`src/rtl/wb_lsu_pkg.sv`:
```
`default_nettype none
// +--------------------------------------------------------------------+
// | wb_lsu_pkg                                                         |
// | Shared types for the rv32i load/store to Wishbone bridge.          |
// | Revision: 1.0 - initial release                                    |
// +--------------------------------------------------------------------+
package wb_lsu_pkg;

  typedef enum logic [1:0] {
    S_IDLE = 2'd0,
    S_BUS  = 2'd1,
    S_DONE = 2'd2
  } state_t;

  typedef enum logic [1:0] {
    SZ_B = 2'd0,
    SZ_H = 2'd1,
    SZ_W = 2'd2,
    SZ_X = 2'd3
  } size_t;

  localparam logic [2:0] F3_B  = 3'b000;
  localparam logic [2:0] F3_H  = 3'b001;
  localparam logic [2:0] F3_W  = 3'b010;
  localparam logic [2:0] F3_BU = 3'b100;
  localparam logic [2:0] F3_HU = 3'b101;

  function automatic size_t size_of(input logic [2:0] f3);
    case (f3[1:0])
      2'b00:   size_of = SZ_B;
      2'b01:   size_of = SZ_H;
      2'b10:   size_of = SZ_W;
      default: size_of = SZ_X;
    endcase
  endfunction

endpackage
`default_nettype wire

```
`src/rtl/wb_lsu_align.sv`:
```
`default_nettype none
// +--------------------------------------------------------------------+
// | wb_lsu_align                                                       |
// | Byte-lane select, store replication, load extract/extend, legality.|
// | Revision: 1.0 - initial release                                    |
// +--------------------------------------------------------------------+
module wb_lsu_align
  import wb_lsu_pkg::*;
(
  input  logic [1:0]  addr_lo,
  input  logic [2:0]  op,
  input  logic        write,
  input  logic [31:0] wdata,
  input  logic [31:0] bus_rdata,
  output logic [3:0]  sel,
  output logic [31:0] store_data,
  output logic [31:0] load_data,
  output logic        illegal
);

  size_t       w_size;
  logic        w_sign;
  logic [7:0]  w_byte;
  logic [15:0] w_half;

  always_comb begin
    w_size     = size_of(op);
    w_sign     = ~op[2];
    sel        = 4'b1111;
    store_data = wdata;
    case (w_size)
      SZ_B: begin
        sel        = 4'b0001 << addr_lo;
        store_data = {4{wdata[7:0]}};
      end
      SZ_H: begin
        sel        = 4'b0011 << {addr_lo[1], 1'b0};
        store_data = {2{wdata[15:0]}};
      end
      default: ;
    endcase

    case (addr_lo)
      2'd0:    w_byte = bus_rdata[7:0];
      2'd1:    w_byte = bus_rdata[15:8];
      2'd2:    w_byte = bus_rdata[23:16];
      default: w_byte = bus_rdata[31:24];
    endcase
    w_half = addr_lo[1] ? bus_rdata[31:16] : bus_rdata[15:0];

    case (w_size)
      SZ_B:    load_data = {{24{w_sign & w_byte[7]}}, w_byte};
      SZ_H:    load_data = {{16{w_sign & w_half[15]}}, w_half};
      default: load_data = bus_rdata;
    endcase

    // Unsigned variants only exist for loads; misaligned H/W never reach the bus
    illegal = (op == 3'b011) || (op == 3'b110) || (op == 3'b111)
           || (write && ((op == F3_BU) || (op == F3_HU)))
           || ((w_size == SZ_H) && addr_lo[0])
           || ((w_size == SZ_W) && (addr_lo != 2'b00));
  end

endmodule
`default_nettype wire

```
`src/rtl/wb_lsu_bridge.sv`:
```
`default_nettype none
// +--------------------------------------------------------------------+
// | wb_lsu_bridge                                                      |
// | Core memory-stage load/store to one Wishbone classic cycle.        |
// | Optional bus timeout: define WB_LSU_TIMEOUT_EN.                    |
// | Revision: 1.0 - initial release                                    |
// +--------------------------------------------------------------------+
module wb_lsu_bridge
  import wb_lsu_pkg::*;
#(
  parameter int TIMEOUT_CYCLES = 255
) (
  input  logic        clk,
  input  logic        rst,
  input  logic [31:0] proc_addr,
  input  logic [31:0] proc_wdata,
  input  logic        proc_write,
  input  logic        proc_read,
  input  logic [2:0]  proc_op,
  output logic [31:0] proc_rdata,
  output logic        proc_stall_pipl,
  output logic        proc_err,
  output logic [31:0] wb_adr_o,
  output logic [31:0] wb_dat_o,
  output logic [3:0]  wb_sel_o,
  output logic        wb_we_o,
  output logic        wb_cyc_o,
  output logic        wb_stb_o,
  input  logic [31:0] wb_dat_i,
  input  logic        wb_ack_i,
  input  logic        wb_err_i
);

  state_t      r_state;
  state_t      w_next;
  logic [1:0]  r_lane;
  logic [2:0]  r_op;
  logic        r_err;
  logic [31:0] r_rdata;

  logic        w_req;
  logic [1:0]  w_lane;
  logic [2:0]  w_op;
  logic [3:0]  w_sel;
  logic [31:0] w_store_data;
  logic [31:0] w_load_data;
  logic        w_illegal;
  logic        w_timeout;
  logic        w_fault;
  logic        w_term;

  assign w_req   = proc_read | proc_write;
  // Decode from the live request while idle, from the latched one afterwards
  assign w_lane  = (r_state == S_IDLE) ? proc_addr[1:0] : r_lane;
  assign w_op    = (r_state == S_IDLE) ? proc_op : r_op;
  assign w_fault = wb_err_i | w_timeout;
  assign w_term  = wb_ack_i | w_fault;

  wb_lsu_align u_align (
    .addr_lo    (w_lane),
    .op         (w_op),
    .write      (proc_write),
    .wdata      (proc_wdata),
    .bus_rdata  (wb_dat_i),
    .sel        (w_sel),
    .store_data (w_store_data),
    .load_data  (w_load_data),
    .illegal    (w_illegal)
  );

`ifdef WB_LSU_TIMEOUT_EN
  localparam int CNT_RAW = $clog2(TIMEOUT_CYCLES + 1);
  localparam int CNT_W   = (CNT_RAW < 8) ? 8 : ((CNT_RAW > 16) ? 16 : CNT_RAW);

  logic [CNT_W-1:0] r_tmo_cnt;

  always_ff @(posedge clk or posedge rst) begin
    if (rst) begin
      r_tmo_cnt <= '0;
    end else if (r_state == S_BUS) begin
      r_tmo_cnt <= r_tmo_cnt + 1'b1;
    end else begin
      r_tmo_cnt <= '0;
    end
  end

  // Fires in the TIMEOUT_CYCLES-th bus cycle, so cyc is high exactly that long
  assign w_timeout = (r_state == S_BUS) && (r_tmo_cnt == CNT_W'(TIMEOUT_CYCLES - 1));
`else
  assign w_timeout = 1'b0;
`endif

  always_ff @(posedge clk or posedge rst) begin
    if (rst) begin
      r_state <= S_IDLE;
    end else begin
      r_state <= w_next;
    end
  end

  always_comb begin
    w_next          = r_state;
    proc_stall_pipl = 1'b0;
    case (r_state)
      S_IDLE: begin
        if (w_req) begin
          proc_stall_pipl = 1'b1;
          w_next          = w_illegal ? S_DONE : S_BUS;
        end
      end
      S_BUS: begin
        proc_stall_pipl = 1'b1;
        if (w_term) begin
          w_next = S_DONE;
        end
      end
      S_DONE:  w_next = S_IDLE;
      default: w_next = S_IDLE;
    endcase
  end

  assign proc_err   = (r_state == S_DONE) & r_err;
  assign proc_rdata = r_rdata;

  always_ff @(posedge clk or posedge rst) begin
    if (rst) begin
      r_lane   <= 2'b00;
      r_op     <= 3'b000;
      r_err    <= 1'b0;
      r_rdata  <= 32'h0;
      wb_adr_o <= 32'h0;
      wb_dat_o <= 32'h0;
      wb_sel_o <= 4'h0;
      wb_we_o  <= 1'b0;
      wb_cyc_o <= 1'b0;
      wb_stb_o <= 1'b0;
    end else begin
      if ((r_state == S_IDLE) && w_req) begin
        r_lane <= proc_addr[1:0];
        r_op   <= proc_op;
        r_err  <= w_illegal;
        if (!w_illegal) begin
          wb_adr_o <= {proc_addr[31:2], 2'b00};
          wb_dat_o <= w_store_data;
          wb_sel_o <= w_sel;
          wb_we_o  <= proc_write;
          wb_cyc_o <= 1'b1;
          wb_stb_o <= 1'b1;
        end
      end else if ((r_state == S_BUS) && w_term) begin
        wb_cyc_o <= 1'b0;
        wb_stb_o <= 1'b0;
        wb_we_o  <= 1'b0;
        wb_sel_o <= 4'h0;
        if (w_fault) begin
          r_err   <= 1'b1;
          r_rdata <= 32'h0;
        end else if (!wb_we_o) begin
          r_rdata <= w_load_data;
        end
      end
    end
  end

endmodule
`default_nettype wire

```
`config.mk`:
```
export PLATFORM = sky130hd
export DESIGN_NAME = wb_lsu_bridge
export DESIGN_NICKNAME = d
export VERILOG_FILES = /design/src/rtl/wb_lsu_pkg.sv /design/src/rtl/wb_lsu_align.sv /design/src/rtl/wb_lsu_bridge.sv
export SDC_FILE = /design/constraint.sdc
export NUM_CORES = 1
export LEC_CHECK = 0
export ABC_CLOCK_PERIOD_IN_PS = 11030
export BUFFER_PORTS_ARGS = -buffer_cell sky130_fd_sc_hd__buf_2
export CORE_MARGIN = 5
export CORE_UTILIZATION = 46
export CTS_BUF_LIST = sky130_fd_sc_hd__clkbuf_4
export CTS_CLUSTER_SIZE = 25
export DETAILED_ROUTE_END_ITERATION = 7
export PLACE_DENSITY = 0.76
export SYNTH_ARGS = -nofsm -noshare
export SYNTH_HDL_FRONTEND = slang
export SYNTH_SLANG_ARGS = --single-unit
```
`constraint.sdc`:
```
create_clock -name clk -period 11.03 [get_ports clk]
set_input_delay 2.7575 -clock clk [delete_from_list [all_inputs] [get_ports clk]]
set_output_delay 2.7575 -clock clk [all_outputs]
set_load 0.02 [all_outputs]
```
# Yosys cells after proc, flatten, opt, wreduce, memory -nomap -nowiden

Cells that the tools add are included.

Register bits after elaboration: 108
Latch bits: 0
RAM bits: 0
ROM bits: 0
Input port bits: 105
Output and inout bits: 105
Word-level logic and storage cells: 87
Memories kept: 0

$add $sub $neg: 0
Multiply operators: 0
Div/mod/pow operators: 0
Magnitude comparators: 0
Eq/ne operators: 17
Shift-type cells: 2
Mux-type cells: 27
Bitwise gates (word level): 8
Reduce and logical (&&, ||, !) cells: 23

Operators by type and width:

| operator            | number |
|---|---|
| $pmux 32 s2         | 2 |
| $mux 32             | 2 |
| $pmux 8 s3          | 1 |
| $mux 16             | 1 |
| $eq 3x3->1 const B  | 4 |
| $mux 4              | 3 |
| $mux 1              | 9 |
| $eq 2x1->1 const B  | 4 |
| $eq 2x2->1 const B  | 4 |
| $logic_not 2->1     | 4 |
| $mux 2              | 4 |
| $pmux 4 s2          | 1 |
| $reduce_and 2->1    | 4 |
| $logic_or 1x1->1    | 6 |
| $ne 2x2->1 const B  | 3 |
| $pmux 2 s3          | 1 |
| $reduce_bool 2->1   | 3 |
| $logic_and 1x1->1   | 5 |
| $pmux 2 s2          | 1 |
| $shl 1x2->4 const A | 1 |
| $shl 2x2->4 const A | 1 |
| $and 1x1->1         | 3 |
| $eq 3x2->1 const B  | 1 |
| $mux 3              | 1 |
| other kinds (5)     | 8 |

# Longest topological paths before layout

Gate-level depths: netlist of the first run.

Depth in word-level cells: 11
Mapped depth: 9
Gate-level depth less buffers: 5

# Hierarchy

From an unflattened synthesis of the first run, not the netlist that was laid out.

Cell total of the unflattened synthesis: 479
Area, all modules: 5788.1 µm²

Modules (own cells, without submodules):

| module        | instances | cells an instance | area each (µm²) | seq. area each (µm²) |
|---|---|---|---|---|
| wb_lsu_bridge | 1         | 299               | 4488.1          | 2702.6 |
| wb_lsu_align  | 1         | 180               | 1300.0          | 0.0 |

# Worst setup path after synthesis of the first run

OpenSTA, ideal clock, no wires.

Path type: input -> output
Start: input proc_write
End: output proc_stall_pipl
Arrival: 3370 ps
Required time: 8273 ps
Path slack: 4902 ps
Cell stages on the path: 2
Buffers on the path: 0
Cells stage by stage: o21ai_0 nand2_1

Cells in the longest elaborated chain, start to end: 3

Ends and longest elaborated chain:

| element            | line                 | source |
|---|---|---|
| start: declaration | wb_lsu_bridge.sv:17  | `input logic proc_write,` |
| $or 1x1->1         | wb_lsu_bridge.sv:52  | `assign w_req = proc_read \| proc_write;` |
| $mux 1             | wb_lsu_bridge.sv:106 | `if (w_req) begin` |
| $pmux 1 s2         | wb_lsu_bridge.sv:104 | `case (r_state)` |
| end: declaration   | wb_lsu_bridge.sv:21  | `output logic proc_stall_pipl,` |

No other way between the ends.

# Final worst setup path of the first run

Same ends and word-level chain as after synthesis.

==> key figures, run 1 <==
Setup path
  – Chain of cells forming the critical path: buf_2 -> o21ai_0 -> nand2_1 -> buf_2
  – Origin of the critical flop-to-flop path: r_state[0]
  – Capture point of the worst reg-to-reg path: wb_adr_o[9]
  – Startpoint kind of the worst setup timing path: input port
  – Maximum fanout along the worst path: 6
  – Worst setup path category: input port to output pin
  – Longest individual stage delay on the worst path: 0.52 ns
  – Flop2flop setup slack: approximately 7.8 ns
  – Data required time at the worst endpoint: between 8 and 9 ns
  – Top cell by count, worst path: buf_2
  – Arrival time worst endpoint: 3.71 ns
  – Cell with the biggest individual delay on the critical path: o21ai_0
  – Register-to-Register Path Depth: 6
  – Worst Setup End Kind: output pin

Placement
  – GP Congestion: between 0.9 and 1
  – DP Wirelength: between 10,000 and 15,000 um
  – Port bufs: around 210

Final layout
  – Multi-input logic area: ~2700 um2
  – Final core occ: 0.572
  – Fraction of layout cells with a size suffix above 1: 0.438
  – Area grow syn2layout: 22.7%
  – Number of inserted filler cells in the final layout: between 1,000 and 1,500
  – Area used by sequential logic in the layout: 2700 um2
  – Layout net count: between 800 and 900

Pwr
  – Standby leakage power: 3.51 nW
  – Power per standard cell area: about 310 nW/um2
  – Worst IR Drop VDD: between 150 and 200 uV

Global route
  – Overflow left after global routing: 0
  – Overall Global Routing Usage: 0.222
  – Number of antenna violations at the first check in global routing: 2
  – Via count of the first global-routing pass: 4,690
  – Global-route wire length before repair: roughly 25,000 um
  – Maximum number of pins on one net before global-route repair: between 80 and 90

Drt
  – Detailed-route wire length per cell: 19.0 um
  – Remaining number of nets flagged by the antenna check after routing: 0
  – Number of design rule violations left after detail routing: 0
  – Detailed-route via count: roughly 4,700
  – Detailed Routing Iterations Pass 1: 5
  – WL final: 16,200 um
  – Drt first-iter violations: between 300 and 400
  – Via density per instance: 5.50

Logic synthesis
  – Post-synthesis sequential area ratio: 0.485
  – Number of synthesized register bits: ~110
  – Ys async rst share: 1.00
  – Warnings, synthesis: 0
  – Mean area per synthesized cell: approximately 11 um2
  – Commonest register cell after synthesis: dfrtp_1
  – Post-synthesis instance total: just over 500
  – EDFF count, synth: 0
  – Distinct cell type count of the synthesized netlist: 49
  – Cell Area, Synth: 5580 um2
  – Dominant cell type by area after synthesis: dfrtp_1
  – Fraction of post-synthesis cell area in the top cell type by area: 0.485
  – Main area contributors after synthesis: dfrtp_1, mux2_4, nand2_1

STA
  – Crit share post-route: 0.586
  – Number of setup violations in the final report: 0
  – Final worst path period need: around 6.5 ns
  – Transition time at the pin with the least slew margin: approximately 1.0 ns
  – Max-slew violation count: 0
  – Final-layout setup total negative slack: 0 ns
  – Normalized max-slew margin: 0.303
  – Hold Fails Final Rpt: 0
  – Fmax: 155 MHz
  – Unrepaired setup endpoints after global routing: false
  – Maximum clock skew at final layout: 0.0204 ns

Clocking
  – Number of H-tree levels: 3
  – Clock sinks: ~110
  – Number of clock buffers inserted by TritonCTS: 9
  – Insertion delay of the later-clocked pin in the worst-skew pair: between 0.4 and 0.5 ns
  – Cell chosen for the clock root: clkbuf_4
  – Gates resized, CTS repair: 0
  – TritonCTS clock tree: done
  – Number of buffers inserted to repair setup after CTS: 0
  – Total of hold buffers inserted after clock tree synthesis: 0
  – Clock transition at the registers of the reported paths: 0.16 ns
  – Maximum root-to-sink buffer count: 2

Floorplan
  – Io pins: between 200 and 250
  – Horizontal extent of the die: roughly 120 um
  – Total number of placement rows: 40
  – Initial Util: 0.466
  – Die outline height: ~120 um
  – Area of the placeable core: 12,000 um2
  – Die area: around 14,000 um2

Hold path
  – Worst min-delay path class: flip-flop to flip-flop
  – WHS Endpoint: proc_rdata[7]
  – Critical hold path startpoint: proc_rdata[7]
  – Cells on Worst Hold Path: 2

Flow run
  – Max Cap Violations: 0

Status
  – Status: completed
[worst max-delay path, delay by kind of cell]
kind,cells,cell delay [ns]
AO/OA/AOI/OAI,1,0.52
buffers and inverters,2,0.33
AND/OR/NAND/NOR,1,0.10
[per-layer routing]
metal | wire length [um] | GRT usage | up-vias
met5 | 0 | 0 | -
met4 | 442 | 0.0895 | 0
met3 | 784 | 0.0273 | 31
met2 | 7940 | 0.368 | 167
met1 | 7010 | 0.297 | 2288
li1 | - | - | 2197
[logic make-up after synthesis]
group           share of synthesized area
other cells                      0.000673
simple gates                        0.112
buf+inv                            0.0368
flops                               0.485
mux                                 0.227
compound gates                      0.138
[how the worst max path moves through the flow]
stage	cells after the start	end	start
after detailed placement	4	proc_stall_pipl	proc_write
final	4	proc_stall_pipl	proc_write
after CTS	4	proc_stall_pipl	proc_write
after global placement	4	proc_stall_pipl	proc_write
after global routing	4	proc_stall_pipl	proc_write
after floorplan	2	proc_stall_pipl	proc_write
[cell usage in the layout (no fill, tap or decap), drive strengths merged, types with 3 or more instances in the layout]
cell type | Yosys | layout
o221ai | 9 | 9
o21ai | 52 | 52
and3 | 3 | 3
nor2 | 20 | 20
mux2 | 85 | 85
inv | 5 | 6
a22oi | 7 | 7
buf | 16 | 214
nand3 | 10 | 10
mux2i | 14 | 14
o21bai | 7 | 7
nor3 | 8 | 8
a21oi | 15 | 15
a211oi | 4 | 4
clkinv | 0 | 4
dfrtp | 108 | 108
clkbuf | 15 | 9
nand2 | 87 | 87
a221oi | 7 | 7
[cells in the mapped netlist, types with 2 or more instances]
library cell and instances:
a211oi_1 4, a21oi_1 14, a221oi_1 7, a22oi_1 7, a31oi_1 2, and3_1 3, buf_2 5, buf_4 5
buf_6 6, clkbuf_1 15, dfrtp_1 108, inv_1 5, mux2_1 18, mux2_2 22, mux2_4 45, mux2i_1 14
nand2_1 87, nand3_1 10, nand3b_1 2, nor2_1 19, nor2b_1 2, nor3_1 8, nor3b_1 2, nor4_1 2
o21a_1 2, o21ai_0 49, o21ai_1 3, o21bai_1 7, o221ai_1 8, o31ai_1 2, or3b_2 2
[metrics by stage]
stage	power [mW]	setup slack (ns)	hold slack, ns	instances	instance area, um2
2_1_floorplan	1.58	4.90	0.482	504	5580
3_3_place_gp	1.91	4.63	0.460	834	6680
3_5_place_dp	1.95	4.60	0.465	834	6680
4_1_cts	2.16	4.60	0.501	850	6840
5_1_grt	2.29	4.51	0.529	852	6840
6_report	2.15	4.57	0.499	852	6840
[registers in the layout (all words and copies together), names as in the netlist]
| register | cells |
|---|---|
| wb_dat_o | 32 |
| r_op | 3 |
| r_lane | 2 |
| wb_sel_o | 4 |
| wb_adr_o | 30 |
| r_state | 2 |
| r_err | 1 |
| wb_we_o | 1 |
| proc_rdata | 32 |
| wb_stb_o | 1 |
[report_power, final]
part	switching, mW	total [mW]	leakage [nW]	internal, mW
registers	0.121	0.708	1.33	0.587
clock network	0.144	0.217	0.0808	0.0730
logic	0.710	1.22	2.10	0.512
[layout make-up]
class,instances,area share
flip-flops and latches,108,0.395
multi-input cells,360,0.392
repair buffers,214,0.159
well taps,147,0.0269
clock inverters,7,0.0128
clock buffers,9,0.00988
inverters,5,0.00311
diodes,2,0.000732
(Power assumes the default switching activity.)
==> run 2, diff against run 1 <==
- ABC_CLOCK_PERIOD_IN_PS: 11030 -> 5770
- PLACE_DENSITY: 0.76 -> 0.79
- clock period: 11.03 -> 5.77 ns (I/O delays scaled with it)
==> run 2 against run 1 <==
  * Die area is the same
  * First-iteration DRC count rose by 17%
  * Critical path depth did not move
  * Clock power grew 65%
  * Global-route usage increased by 0.77 points
  * Sequential power grew 92%
  * Count of clock-buffer cells in the layout is the same
  * Sequential cell count is the same
  * Clock skew up 0.0016 ns
  * Critical endpoint unchanged
  * Largest power group unchanged
==> key figures, run 2 (same netlist as run 1, synthesis figures left out) <==
Status
  – Status: completed

Drt
  – WL final: 16,400 um (+1.2%)
  – Number of design rule violations left after detail routing: 0 (unchanged)
  – Detailed Routing Iterations Pass 1: 5 (unchanged)
  – Via density per instance: 5.52 (+0.44%)
  – Drt first-iter violations: 410 (+17%)
  – Detailed-route wire length per cell: 19.2 um (+1.1%)
  – Remaining number of nets flagged by the antenna check after routing: 0 (unchanged)
  – Detailed-route via count: 4,709 (+0.56%)

Clocking
  – Clock sinks: 108 (unchanged)
  – TritonCTS clock tree: done
  – Number of H-tree levels: 3 (unchanged)
  – Gates resized, CTS repair: 0 (unchanged)
  – Number of clock buffers inserted by TritonCTS: 9 (unchanged)
  – Cell chosen for the clock root: clkbuf_4
  – Clock transition at the registers of the reported paths: 0.18 ns (+0.02 ns)
  – Insertion delay of the later-clocked pin in the worst-skew pair: 0.49 ns (about the same)
  – Maximum root-to-sink buffer count: 2 (unchanged)
  – Number of buffers inserted to repair setup after CTS: 0 (unchanged)
  – Total of hold buffers inserted after clock tree synthesis: 0 (unchanged)

STA
  – Number of setup violations in the final report: 0 (unchanged)
  – Maximum clock skew at final layout: 0.0221 ns (+0.00161 ns)
  – Crit share post-route: 0.660
  – Max-slew violation count: 0 (unchanged)
  – Transition time at the pin with the least slew margin: 1.10 ns (+0.0749 ns)
  – Hold Fails Final Rpt: 0 (unchanged)
  – Fmax: 263 MHz
  – Unrepaired setup endpoints after global routing: false
  – Normalized max-slew margin: 0.259 (-0.0435)
  – Final-layout setup total negative slack: 0 ns (unchanged)
  – Final worst path period need: 3.81 ns

Floorplan
  – Horizontal extent of the die: 120 um (unchanged)
  – Die outline height: 120 um (unchanged)
  – Total number of placement rows: 40 (unchanged)
  – Io pins: 210 (unchanged)
  – Area of the placeable core: 12,000 um2 (unchanged)
  – Initial Util: 0.466 (unchanged)
  – Die area: 14,400 um2 (unchanged)

Global route
  – Global-route wire length before repair: 26,400 um (+3.7%)
  – Number of antenna violations at the first check in global routing: 3 (+1)
  – Overall Global Routing Usage: 0.230 (+0.00773)
  – Maximum number of pins on one net before global-route repair: 85 (+1.2%)
  – Via count of the first global-routing pass: 4,948 (+5.5%)
  – Overflow left after global routing: 0 (unchanged)

Setup path
  – Arrival time worst endpoint: 2.37 ns (-1.34 ns)
  – Top cell by count, worst path: buf_2
  – Startpoint kind of the worst setup timing path: input port
  – CP Buf/Inv Count: 2 (unchanged)
  – Longest individual stage delay on the worst path: 0.51 ns (about the same)
  – Cell with the biggest individual delay on the critical path: o21ai_0
  – Chain of cells forming the critical path: buf_2 -> o21ai_0 -> nand2_1 -> buf_2
  – Worst setup path category: input port to output pin
  – Cell family with the largest share of critical-path delay: compound AO/OA/AOI/OAI gates
  – Data required time at the worst endpoint: 4.33 ns (-3.94 ns)
  – Maximum fanout along the worst path: 6 (unchanged)
  – Worst Setup End Kind: output pin

Final layout
  – Number of cells in the finished layout apart from fillers: 853 (+0.12%)
  – Number of inserted filler cells in the final layout: 1,086 (-0.55%)
  – Layout net count: 803 (unchanged)
  – Area used by sequential logic in the layout: 2700 um2 (unchanged)
  – Leading cell types in the layout, fill and taps excluded: buf_2, dfrtp_1, nand2_1
  – Fraction of layout cells with a size suffix above 1: 0.438 (unchanged)
  – Multi-input logic area: 2690 um2 (unchanged)
  – Final design area excluding fillers: 6820 um2 (-0.29%)
  – Area grow syn2layout: 22.4%
  – Most common library cell in the layout ignoring fill and taps: buf_2

Pwr
  – Standby leakage power: 3.49 nW (-0.43%)
  – Post-layout total power: 4.07 mW (+89%)
  – Worst IR Drop VDD: 578 uV (+210%)
  – Power per standard cell area: 596 nW/um2 (+90%)

Placement
  – Cell area reported after detailed placement: 6690 um2 (+0.19%)
  – Port bufs: 207 (unchanged)
  – DP Wirelength: 12,300 um (+0.38%)
  – GP Congestion: 0.881 (-4.8%)
  – Placed insts: 834 (unchanged)

Flow run
  – Max Cap Violations: 0 (unchanged)

Hold path
  – Worst min-delay path class: flip-flop to flip-flop
-- run 2: cell types whose count changed in the layout (fill, tap and decap cells not counted), sizes merged --
cell,change
clkinvlp,+2
bufinv,-1
clkinv,-1
diode,+1
-- run 2: final cells by class --
class,instances,share of cell area
well taps,147,0.0270
flip-flops and latches,108,0.396
inverters,5,0.00312
multi-input cells,360,0.394
repair buffers,214,0.161
clock buffers,9,0.00990
clock inverters,7,0.00770
diodes,3,0.00110
-- run 2: power breakdown --
part	internal, mW	switching (mW)	total (mW)
registers	1.12	0.234	1.36
clock network	0.0907	0.268	0.359
logic	0.980	1.37	2.35
-- run 2: stage by stage --
step | setup slack (ns) | util | hold slack (ns)
2_1_floorplan | 1.48 | - | 0.482
3_3_place_gp | 1.98 | 0.560 | 0.460
3_5_place_dp | 1.95 | 0.560 | 0.462
4_1_cts | 1.95 | 0.570 | 0.499
5_1_grt | 1.86 | 0.570 | 0.529
6_report | 1.96 | 0.570 | 0.495
-- run 2: metal layers --
layer,GRT usage,share of wire
met1,0.302,0.43
met2,0.384,0.49
met3,0.0424,0.060
met4,0.0787,0.020
met5,0,0
-- run 2: path summary, 6_finish.rpt --
| kind | depth (start not counted) | slack, ns | startpoint | end |
|---|---|---|---|---|
| setup / recovery | 4 | 1.96 | proc_write | proc_stall_pipl |
| hold / removal | 2 | 0.50 | proc_rdata[1] | proc_rdata[1] |
| setup reg to reg | 5 | 2.82 | r_state[0] | proc_rdata[13] |
| hold reg to reg | 2 | 0.50 | proc_rdata[1] | proc_rdata[1] |
| max in group asynchronous | 3 | 3.62 | rst | r_lane[0] |
| min in group asynchronous | 2 | 1.19 | rst | proc_rdata[31] |
-- run 2: tightest hold or removal path, stage by stage (launching register included) --
cell,delay [ns]
dfrtp_1,0.38
nand2_1,0.05
nand3_1,0.05
==> run 3, diff against run 2 <==
- ABC_CLOCK_PERIOD_IN_PS: 5770 -> 3100
- clock period: 5.77 -> 3.1 ns (I/O delays scaled with it)
==> run 3 against run 2 <==
  * First-iteration DRC count shrank 14%
  * Critical path type is now flip-flop to output pin
  * Die area unchanged
  * Sequential share of layout area down 0.69 points
  * Routed wire length increased by 1.7%
  * Combinational power up 91%
  * Via count rose by 1.8%
  * Clock power rose by 100%
  * Clock skew is essentially flat
  * Worst setup slack got worse by 1.6 ns
  * Sequential cell count is the same
  * Count of clock-buffer cells in the layout up 2
  * Critical endpoint unchanged
  * Power grew 90%
==> key figures, run 3 (same netlist as run 1, synthesis figures left out) <==
Placement
  – GP Congestion: 0.969 (+10%)
  – Placed insts: 848 (+1.7%)
  – Port bufs: 207 (unchanged)
  – DP Wirelength: 12,700 um (+2.9%)
  – Post-placement worst setup slack: 0.405 ns (-1.54 ns)

Final layout
  – Number of inserted filler cells in the final layout: 1,061 (-2.3%)
  – Leading cell types in the layout, fill and taps excluded: buf_2, dfrtp_1, nand2_1
  – Most common library cell in the layout ignoring fill and taps: buf_2
  – Number of cells in the finished layout apart from fillers: 864 (+1.3%)
  – Area grow syn2layout: 24.5%
  – Layout net count: 817 (+1.7%)
  – Fraction of layout cells with a size suffix above 1: 0.446 (+0.00741)

STA
  – Final worst setup slack: 0.361 ns (-1.60 ns)
  – Max-slew violation count: 0 (unchanged)
  – Number of setup violations in the final report: 0 (unchanged)
  – Final worst hold slack: 0.407 ns (-0.0889 ns)
  – Unrepaired setup endpoints after global routing: false
  – Maximum clock skew at final layout: 0.0217 ns (-0.000362 ns)
  – Fmax: around 370 MHz
  – Final-layout setup total negative slack: 0 ns (unchanged)
  – Crit share post-route: 0.884
  – Normalized max-slew margin: 0.459 (+0.199)
  – Final worst path period need: approximately 2.7 ns
  – Transition time at the pin with the least slew margin: 0.809 ns (-0.295 ns)
  – Hold Fails Final Rpt: 0 (unchanged)

Pwr
  – Net Sw Frac: 0.449 (-0.0117)
  – Net switching component of the power: 3.47 mW (+85%)
  – Power Internal: 4.26 mW (+94%)
  – Worst IR Drop VDD: 613 uV (+6.1%)
  – Power per standard cell area: 1110 nW/um2 (+87%)
  – Combinational cell fraction of total power: 0.581 (+0.003)
  – Clock network fraction of design power: 0.094 (+0.006)
  – Proportion of power drawn by flip-flops and latches: 0.326 (-0.008)
  – Standby leakage power: 3.57 nW (+2.2%)

Global route
  – Global-route wire length before repair: 26,300 um (-0.26%)
  – Via count of the first global-routing pass: 4,870 (-1.6%)
  – Overall Global Routing Usage: 0.229 (-0.000712)
  – Routing usage on met1: 0.305 (+0.00312)
  – Global routing usage on met3: 0.0410 (-0.00141)
  – Number of antenna violations at the first check in global routing: 1 (-2)
  – Routing usage on met2: 0.371 (-0.0130)
  – Overflow left after global routing: 0 (unchanged)
  – Most heavily used metal layer in global routing: met2
  – Maximum number of pins on one net before global-route repair: 50 (-41%)

Drt
  – Drt first-iter violations: 354 (-14%)
  – Remaining number of nets flagged by the antenna check after routing: 0 (unchanged)
  – WL final: 16,700 um (+1.7%)
  – Via density per instance: 5.55 (+0.53%)
  – Detailed Routing Iterations Pass 1: 7 (+2)
  – Number of design rule violations left after detail routing: 0 (unchanged)
  – Detailed-route via count: 4,795 (+1.8%)
  – Detailed-route wire length per cell: 19.3 um (+0.42%)

Setup path
  – Startpoint kind of the worst setup timing path: flip-flop
  – Data required time at the worst endpoint: 2.32 ns (-2.01 ns)
  – Worst setup path category: flip-flop to output pin
  – Worst Setup End Kind: output pin
  – Maximum fanout along the worst path: 17 (+11)
  – Arrival time worst endpoint: 1.96 ns (-0.41 ns)

Clocking
  – Clock transition at the registers of the reported paths: 0.16 ns (-0.02 ns)
  – Total of hold buffers inserted after clock tree synthesis: 0 (unchanged)
  – Number of H-tree levels: 3 (unchanged)
  – Cell chosen for the clock root: clkbuf_4
  – Number of clock buffers inserted by TritonCTS: 9 (unchanged)
  – Insertion delay of the later-clocked pin in the worst-skew pair: 0.48 ns (about the same)
  – Clock sinks: 108 (unchanged)
  – TritonCTS clock tree: done
  – Gates resized, CTS repair: 0 (unchanged)
  – Maximum root-to-sink buffer count: 2 (unchanged)
  – Number of buffers inserted to repair setup after CTS: 0 (unchanged)

Hold path
  – Worst min-delay path class: input port to asynchronous set/reset pin

Floorplan
  – Total number of placement rows: 40 (unchanged)
  – Io pins: 210 (unchanged)
  – Horizontal extent of the die: 120 um (unchanged)
  – Initial Util: 0.466 (unchanged)
  – Area of the placeable core: 12,000 um2 (unchanged)
  – Die area: 14,400 um2 (unchanged)
  – Die outline height: 120 um (unchanged)

Flow run
  – Max Cap Violations: 0 (unchanged)

Status
  – Status: completed
==> run 3: cell types whose count changed in the layout (fill, tap and decap cells not counted), sizes merged <==
cell | previous run | this run
clkinv | 3 | 1
inv | 6 | 5
diode | 3 | 1
bufinv | 0 | 1
buf | 214 | 228
clkbuf | 9 | 11
clkinvlp | 3 | 2
==> run 3: per-layer routing <==
layer | vias up | part of all wire
met5 | - | 0
met4 | 0 | 0.027
met3 | 32 | 0.066
met2 | 193 | 0.48
met1 | 2343 | 0.43
li1 | 2227 | -
==> run 3: final cells by class <==
type	count	area [um2]	area share
antenna	1	2.50	0.000360
clock buffer	11	82.6	0.0119
clock inverter	4	50.0	0.00721
inverter	5	22.5	0.00324
multi-input combinational	360	2680	0.386
sequential	108	2700	0.389
tap	147	184	0.0265
timing repair buffer	228	1220	0.176
==> run 3: worst paths after layout <==
check                                   start               to  slack, ns  depth (start not counted)
min in group clk                proc_addr[28]     wb_adr_o[28]       0.49                          2
worst min register to register  proc_rdata[0]    proc_rdata[0]       0.50                          2
worst max register to register     r_state[0]      wb_adr_o[9]       0.37                          6
max in group asynchronous                 rst     wb_adr_o[25]       1.90                          3
worst min-delay path                      rst   proc_rdata[21]       0.41                          2
worst max-delay path               r_state[0]  proc_stall_pipl       0.36                          4
==> run 3: power by group through the flow <==
stage / Combinational, mW / Sequential [mW] / Clock (mW)
6_report: 4.49 / 2.52 / 0.723
5_1_grt: 4.79 / 2.60 / 0.816
4_1_cts: 4.50 / 2.52 / 0.747
3_5_place_dp: 4.49 / 2.55 / 0
3_3_place_gp: 4.40 / 2.51 / 0
2_1_floorplan: 2.36 / 3.26 / 0
==> run 3: per-stage QoR <==
| step | util | power (mW) | area, um2 |
|---|---|---|---|
| finish | 0.580 | 7.73 | 6940 |
| global route | 0.580 | 8.20 | 6940 |
| CTS | 0.580 | 7.77 | 6940 |
| global placement | 0.569 | 6.91 | 6810 |
| floorplan | - | 5.62 | 5580 |
| detailed placement | 0.569 | 7.04 | 6810 |
==> run 3: worst max-delay path: stages, from the launching register on <==
cell	delay, ns
dfrtp_1	0.61
nor2_2	0.41
o21ai_0	0.22
nand2_1	0.10
buf_2	0.16
